**src/rtl/inst_mem_loader.sv**
```systemverilog
// Writable 32-word instruction store with a byte-stream load port.
// Incoming bytes are packed little-endian into 32-bit words and written
// sequentially from word 0. The fetch stage reads through a combinational
// pc -> inst port. cpu_hold stalls the pipeline while a load is in progress.
module inst_mem_loader #(
    parameter int DEPTH  = 32,
    parameter int ADDR_W = 5
) (
    input  logic              clk,
    input  logic              rst,
    input  logic              load_start,
    input  logic [ADDR_W:0]   load_len,
    input  logic [7:0]        byte_in,
    input  logic              byte_valid,
    output logic              byte_ready,
    input  logic [31:0]       pc,
    output logic [31:0]       inst,
    output logic              cpu_hold,
    output logic              load_done,
    output logic [ADDR_W:0]   word_count,
    output logic              err_len
);

    typedef enum logic [1:0] {
        S_IDLE,
        S_LOAD,
        S_DONE
    } state_t;

    localparam logic [ADDR_W:0] DEPTH_L = (ADDR_W + 1)'(DEPTH);

    state_t              r_state;
    logic [31:0]         r_mem [DEPTH];
    logic                r_byte_ready;
    logic                r_cpu_hold;
    logic                r_load_done;
    logic                r_err_len;
    logic [ADDR_W:0]     r_word_count;
    logic [ADDR_W:0]     r_eff_len;
    logic [1:0]          r_lane;
    logic [23:0]         r_partial;

    logic [ADDR_W:0]     w_eff_len;
    logic                w_xfer;
    logic                w_last_lane;
    logic                w_wr_en;
    logic [ADDR_W-1:0]   w_wr_addr;
    logic [31:0]         w_wr_data;
    logic [ADDR_W:0]     w_wc_inc;
    logic [ADDR_W-1:0]   w_rd_idx;
    logic                w_out_range;
    logic                w_unused_pc;

    // Requests larger than the store are clamped; err_len records the clamp.
    assign w_eff_len   = (load_len > DEPTH_L) ? DEPTH_L : load_len;
    // load_start wins over a byte arriving in the same cycle.
    assign w_xfer      = (r_state == S_LOAD) && r_byte_ready && byte_valid && !load_start;
    assign w_last_lane = (r_lane == 2'd3);
    assign w_wr_en     = w_xfer && w_last_lane;
    // In LOAD word_count is always below eff_len <= DEPTH, so the low bits index safely.
    assign w_wr_addr   = r_word_count[ADDR_W-1:0];
    assign w_wr_data   = {byte_in, r_partial};
    assign w_wc_inc    = r_word_count + (ADDR_W + 1)'(1);

    assign w_rd_idx    = pc[ADDR_W+1:2];
    assign w_out_range = |pc[31:ADDR_W+2];
    // Byte offset within the word does not select anything.
    assign w_unused_pc = ^pc[1:0];

    // Load sequencer: lane counting, word assembly, status flags.
    always_ff @(posedge clk) begin
        if (rst) begin
            r_state      <= S_IDLE;
            r_byte_ready <= 1'b0;
            r_cpu_hold   <= 1'b0;
            r_load_done  <= 1'b0;
            r_err_len    <= 1'b0;
            r_word_count <= '0;
            r_eff_len    <= '0;
            r_lane       <= 2'd0;
            r_partial    <= '0;
        end else if (load_start) begin
            // Start or restart: any partial word is thrown away, written words stay.
            r_eff_len    <= w_eff_len;
            r_err_len    <= (load_len > DEPTH_L);
            r_word_count <= '0;
            r_lane       <= 2'd0;
            r_partial    <= '0;
            if (w_eff_len == '0) begin
                r_state      <= S_DONE;
                r_load_done  <= 1'b1;
                r_byte_ready <= 1'b0;
                r_cpu_hold   <= 1'b0;
            end else begin
                r_state      <= S_LOAD;
                r_load_done  <= 1'b0;
                r_byte_ready <= 1'b1;
                r_cpu_hold   <= 1'b1;
            end
        end else begin
            case (r_state)
                S_LOAD: begin
                    if (w_xfer) begin
                        if (w_last_lane) begin
                            r_lane       <= 2'd0;
                            r_partial    <= '0;
                            r_word_count <= w_wc_inc;
                            if (w_wc_inc == r_eff_len) begin
                                r_state      <= S_DONE;
                                r_byte_ready <= 1'b0;
                                r_cpu_hold   <= 1'b0;
                                r_load_done  <= 1'b1;
                            end
                        end else begin
                            r_lane <= r_lane + 2'd1;
                            case (r_lane)
                                2'd0:    r_partial[7:0]   <= byte_in;
                                2'd1:    r_partial[15:8]  <= byte_in;
                                default: r_partial[23:16] <= byte_in;
                            endcase
                        end
                    end
                end
                default: begin
                end
            endcase
        end
    end

    // Instruction store: cleared on reset, one word written per completed lane-3 byte.
    always_ff @(posedge clk) begin
        if (rst) begin
            for (int i = 0; i < DEPTH; i++) begin
                r_mem[i] <= '0;
            end
        end else if (w_wr_en) begin
            r_mem[w_wr_addr] <= w_wr_data;
        end
    end

    // Fetch port reads the pre-edge contents, so a same-cycle write is seen next cycle.
    assign inst       = (r_cpu_hold || w_out_range) ? 32'd0 : r_mem[w_rd_idx];
    assign byte_ready = r_byte_ready;
    assign cpu_hold   = r_cpu_hold;
    assign load_done  = r_load_done;
    assign word_count = r_word_count;
    assign err_len    = r_err_len;

endmodule

```
**config.mk**
```make
export PLATFORM = sky130hd
export DESIGN_NAME = inst_mem_loader
export DESIGN_NICKNAME = d
export VERILOG_FILES = /design/src/rtl/inst_mem_loader.sv
export SDC_FILE = /design/constraint.sdc
export NUM_CORES = 1
export LEC_CHECK = 0
export BUFFER_PORTS_ARGS = -buffer_cell sky130_fd_sc_hd__buf_2
export CORE_ASPECT_RATIO = 0.9
export CORE_MARGIN = 10
export CORE_UTILIZATION = 33
export CTS_CLUSTER_SIZE = 16
export DETAILED_ROUTE_END_ITERATION = 8
export PLACE_DENSITY = 0.58
export SETUP_SLACK_MARGIN = 0.15
export SLEW_MARGIN = 20
export SYNTH_ARGS = -nofsm -noshare
export SYNTH_HDL_FRONTEND = slang
export SYNTH_SLANG_ARGS = --single-unit
```
**constraint.sdc**
```tcl
create_clock -name clk -period 5 [get_ports clk]
set_input_delay 1 -clock clk [delete_from_list [all_inputs] [get_ports clk]]
set_output_delay 1 -clock clk [all_outputs]
set_load 0.05 [all_outputs]
```
==> results by group <==
STA
  – Slew Viols, Final: 0
  – Max_slew headroom: 0.256
  – Final setup fails: 0
  – Hold Vio Cnt, Final: 0
  – Max Fclk: 212 MHz
  – Final Cycle Share: 0.941
  – Slew @ Worst Pin: 1.12 ns
  – Post-Route Setup TNS: 0 ns
  – Clock skew: 0.0220 ns
  – WHS: around 0.47 ns
  – RSZ-0062 raised after global routing: no
  – Final Critical Period: ~4.7 ns

Clock network
  – Post-CTS Resized: 0
  – TritonCTS clock tree: yes
  – Clock latency on the worst-skew pair: 0.72 ns
  – Clk buf depth: 3
  – CTS root buf: clkbuf_16
  – Clock transition at the registers of the reported paths: around 0.060 ns
  – Cts hold-fix bufs: 0
  – Htree depth: 3
  – TritonCTS Buffers: 108
  – Clk sink count: approximately 1,100
  – Post-CTS Setup Bufs: 0

Global route
  – Gr usage total: 0.158
  – Vias in the first global route: between 20,000 and 30,000
  – Met3 Use GR: 0.0254
  – GRT busiest layer: met2
  – Met1 GRT Util: 0.227
  – Total grt overflow: 0
  – Largest net degree at the start of global routing: 52
  – Met2 Track Usage GR: 0.245
  – First-pass GRT wire length: 196,000 um
  – Initial antenna violation count: 7

Floorplan
  – Io pins: between 90 and 100
  – Rows: 134
  – Effective utilization at floorplan: 0.332
  – Die width: 427 um
  – Core Box Area: 148,000 um^2
  – Die height: roughly 390 um
  – Die footprint: 165,000 um^2

Critical path
  – Kind of critical path: in -> out
  – Crit-path leading delay family: compound AO/OA/AOI/OAI gates
  – Crit start category: input port
  – Bufs and invs on worst path: 5
  – Crit Reg-Reg Endpoint: r_mem[3][30]$_SDFFCE_PN0P_
  – Reg2reg path depth: 6
  – CP required: roughly 4.0 ns
  – Critical-path cell list: buf_8, buf_12, buf_4, mux2i_1, a22o_1, a221oi_1, o22ai_1, a2111oi_2, buf_4, buf_12
  – Launch point of the worst path: pc[3]
  – Worst path max stage delay: 0.59 ns
  – Worst path slowest cell: a2111oi_2
  – WP data arrival: 3.71 ns
  – Crit. End Element: primary output
  – Max Fanout on Critical Path: 39
  – Reg2reg start: r_lane[0]$_SDFFE_PP0P_
  – R2R setup slack: about 1.1 ns
  – Critical path depth: 10

Placed design
  – Post-DP Area: 53,200 um^2
  – Placed cells: 5,330
  – Final GP Congestion: 0.781
  – IO buf count: 89
  – Dpl hpwl: just over 80,000 um

Power and ir drop
  – Combinational share of power: 0.066
  – Int Power: 15.4 mW
  – Total power: slightly below 20 mW
  – P_sw: between 4 and 5 mW
  – Sw Share: 0.223
  – P_leak: 20.3 nW
  – Part of the power in registers: 0.520
  – Power density cells: 348 nW/um^2
  – Clock share of power: 0.414
  – Maximum VDD drop: 0.258 mV

Logic synthesis
  – Ys Warns: 0
  – Post-synthesis sequential area ratio: 0.641
  – Yosys cell types: 55
  – Mean post-synth cell area: 14.4 um^2
  – Post-Syn Area: 49,200 um^2
  – Mapped Cells: 3,428
  – Post-Syn Nets: 3,486
  – Synthesized flop and latch total: around 1,100

Layout
  – Area growth from synthesis to final layout: 15.2%
  – Post-Layout Inst Area: between 50,000 and 60,000 um^2
  – Non-Filler Instances: around 5,500
  – Layout cell share with drive strength beyond 1: 0.177
  – Final Net Count: about 3,500

Status
  – Status: completed

Min path
  – Hold depth: 2
  – Hold endpoint: err_len$_SDFFE_PP0P_
  – HP Class: reg -> reg
  – Hold Crit Start: err_len$_SDFFE_PP0P_

Detailed routing
  – Via/cell ratio: 5.05
  – DRT antenna net count: 0
  – Final wirelength: around 130,000 um
  – Vias: about 28,000
  – Routed WL per cell: 24.1 um
  – DRC: 0
  – First-pass DRT Iterations: 5
  – DRT iter0 DRCs: about 2,600

Flow run
  – Max-Cap Viols: 0
[cells by family (layout without fill, tap and decap cells)]
| group | after synthesis | in the layout | share of synthesized area |
|---|---|---|---|
| xor+xnor | 12 | 12 | 0.00213 |
| simple gates | 1168 | 1168 | 0.146 |
| flops | 1065 | 1065 | 0.641 |
| other cells | 0 | 1 | 0 |
| mux | 494 | 494 | 0.118 |
| compound gates | 343 | 343 | 0.0592 |
| fa+ha+maj | 8 | 8 | 0.00203 |
| buf+inv | 338 | 472 | 0.0321 |
[synth_stat cells, drive strengths merged]
| library cell | number | area (um^2) |
|---|---|---|
| mux2i | 425 | 4250 |
| nand4b | 1 | 8.76 |
| a221oi | 62 | 731 |
| a22oi | 71 | 533 |
| o22ai | 31 | 194 |
| mux4 | 68 | 1530 |
| nor2b | 17 | 106 |
| dfxtp | 41 | 821 |
| nand3b | 5 | 37.5 |
| o21ai | 38 | 190 |
| edfxtp | 1024 | 30700 |
| or3b | 1 | 8.76 |
| nand4 | 2 | 18.8 |
| nor3 | 3 | 20.0 |
| and3 | 1 | 6.26 |
| ha | 8 | 100 |
| nor2 | 71 | 297 |
| a22o | 62 | 543 |
| nor4 | 9 | 77.6 |
| nand2b | 4 | 25.0 |
| xnor2 | 9 | 78.8 |
| and2 | 1027 | 6420 |
| a21oi | 43 | 215 |
| mux2 | 1 | 11.3 |
| a211oi | 2 | 15.0 |
| xor2 | 3 | 26.3 |
| a41o | 1 | 10.0 |
| or4 | 2 | 15.0 |
| buf | 106 | 693 |
| nand2 | 14 | 72.6 |
| nor3b | 1 | 7.51 |
| nand3 | 5 | 25.0 |
| a2111oi | 31 | 465 |
| inv | 6 | 22.5 |
| or3 | 3 | 18.8 |
| o311a | 1 | 10.0 |
| clkbuf | 226 | 865 |
| or2 | 2 | 12.5 |
| o32ai | 1 | 8.76 |
[power by group through the flow]
| stage | sequential (mW) | clock, mW | combinational, mW |
|---|---|---|---|
| after floorplan | 10.5 | 0 | 0.812 |
| after global placement | 10.4 | 0 | 1.31 |
| after detailed placement | 10.5 | 0 | 1.32 |
| after CTS | 10.3 | 8.31 | 1.32 |
| after global routing | 10.3 | 8.66 | 1.39 |
| final | 10.3 | 8.18 | 1.31 |
[area by class of cell]
cell class                      count  area [um^2]
Clock inverter                     69          671
Antenna cell                        1         2.50
Inverter                            6         22.5
Clock buffer                      134         2860
Timing Repair Buffer              263         2540
Fill cell                       13713        91500
Tap cell                         1972         2470
Multi-Input combinational cell   2025        16600
Sequential cell                  1065        31600
[sequential cells by signal, summed over array words and instances (netlist names)]
register	flops
r_mem	1024
r_partial	24
r_eff_len	6
word_count	6
r_lane	2
r_state	2
err_len	1
[worst reg2reg max path, delay by kind of cell (launching register included)]
family	cells	cell delay, ns
AND/OR/NAND/NOR	3	1.27
AO/OA/AOI/OAI	1	0.82
adder cells (fa/ha/maj)	1	0.70
flip-flops	1	0.41
buffers and inverters	1	0.37
[through the flow]
| stage | util | setup WS, ns |
|---|---|---|
| CTS | 0.382 | 0.260 |
| finish | 0.383 | 0.293 |
| global route | 0.383 | 0.193 |
| floorplan | - | 0.221 |
| detailed placement | 0.359 | 0.271 |
| global placement | 0.359 | 0.241 |
[worst max path at each step]
stage                                       endpoint  slack (ns)
after global routing                        inst[12]        0.19
after global placement                      inst[13]        0.24
after floorplan           r_mem[29][0]$_SDFFCE_PN0P_        0.22
after CTS                                    inst[2]        0.26
after detailed placement                     inst[2]        0.27
final                                        inst[2]        0.29
[cell usage in the layout (no fill, tap or decap), types with 32 or more instances in the layout]
cell and n:
a21oi_1 43, a221oi_1 32, a22o_1 62, a22oi_1 71
and2_1 1025, buf_12 54, buf_2 54, buf_4 153
clkbuf_16 111, dfxtp_1 38, edfxtp_1 1024, mux2i_1 425
mux4_2 68, nor2_1 37, o21ai_4 32
[metal layers]
layer / up-vias / wire [um]
li1: 12641 / -
met1: 14301 / 61100
met2: 817 / 61100
met3: 193 / 7480
met4: 0 / 3720
met5: - / 0
(Power assumes the default switching activity.)
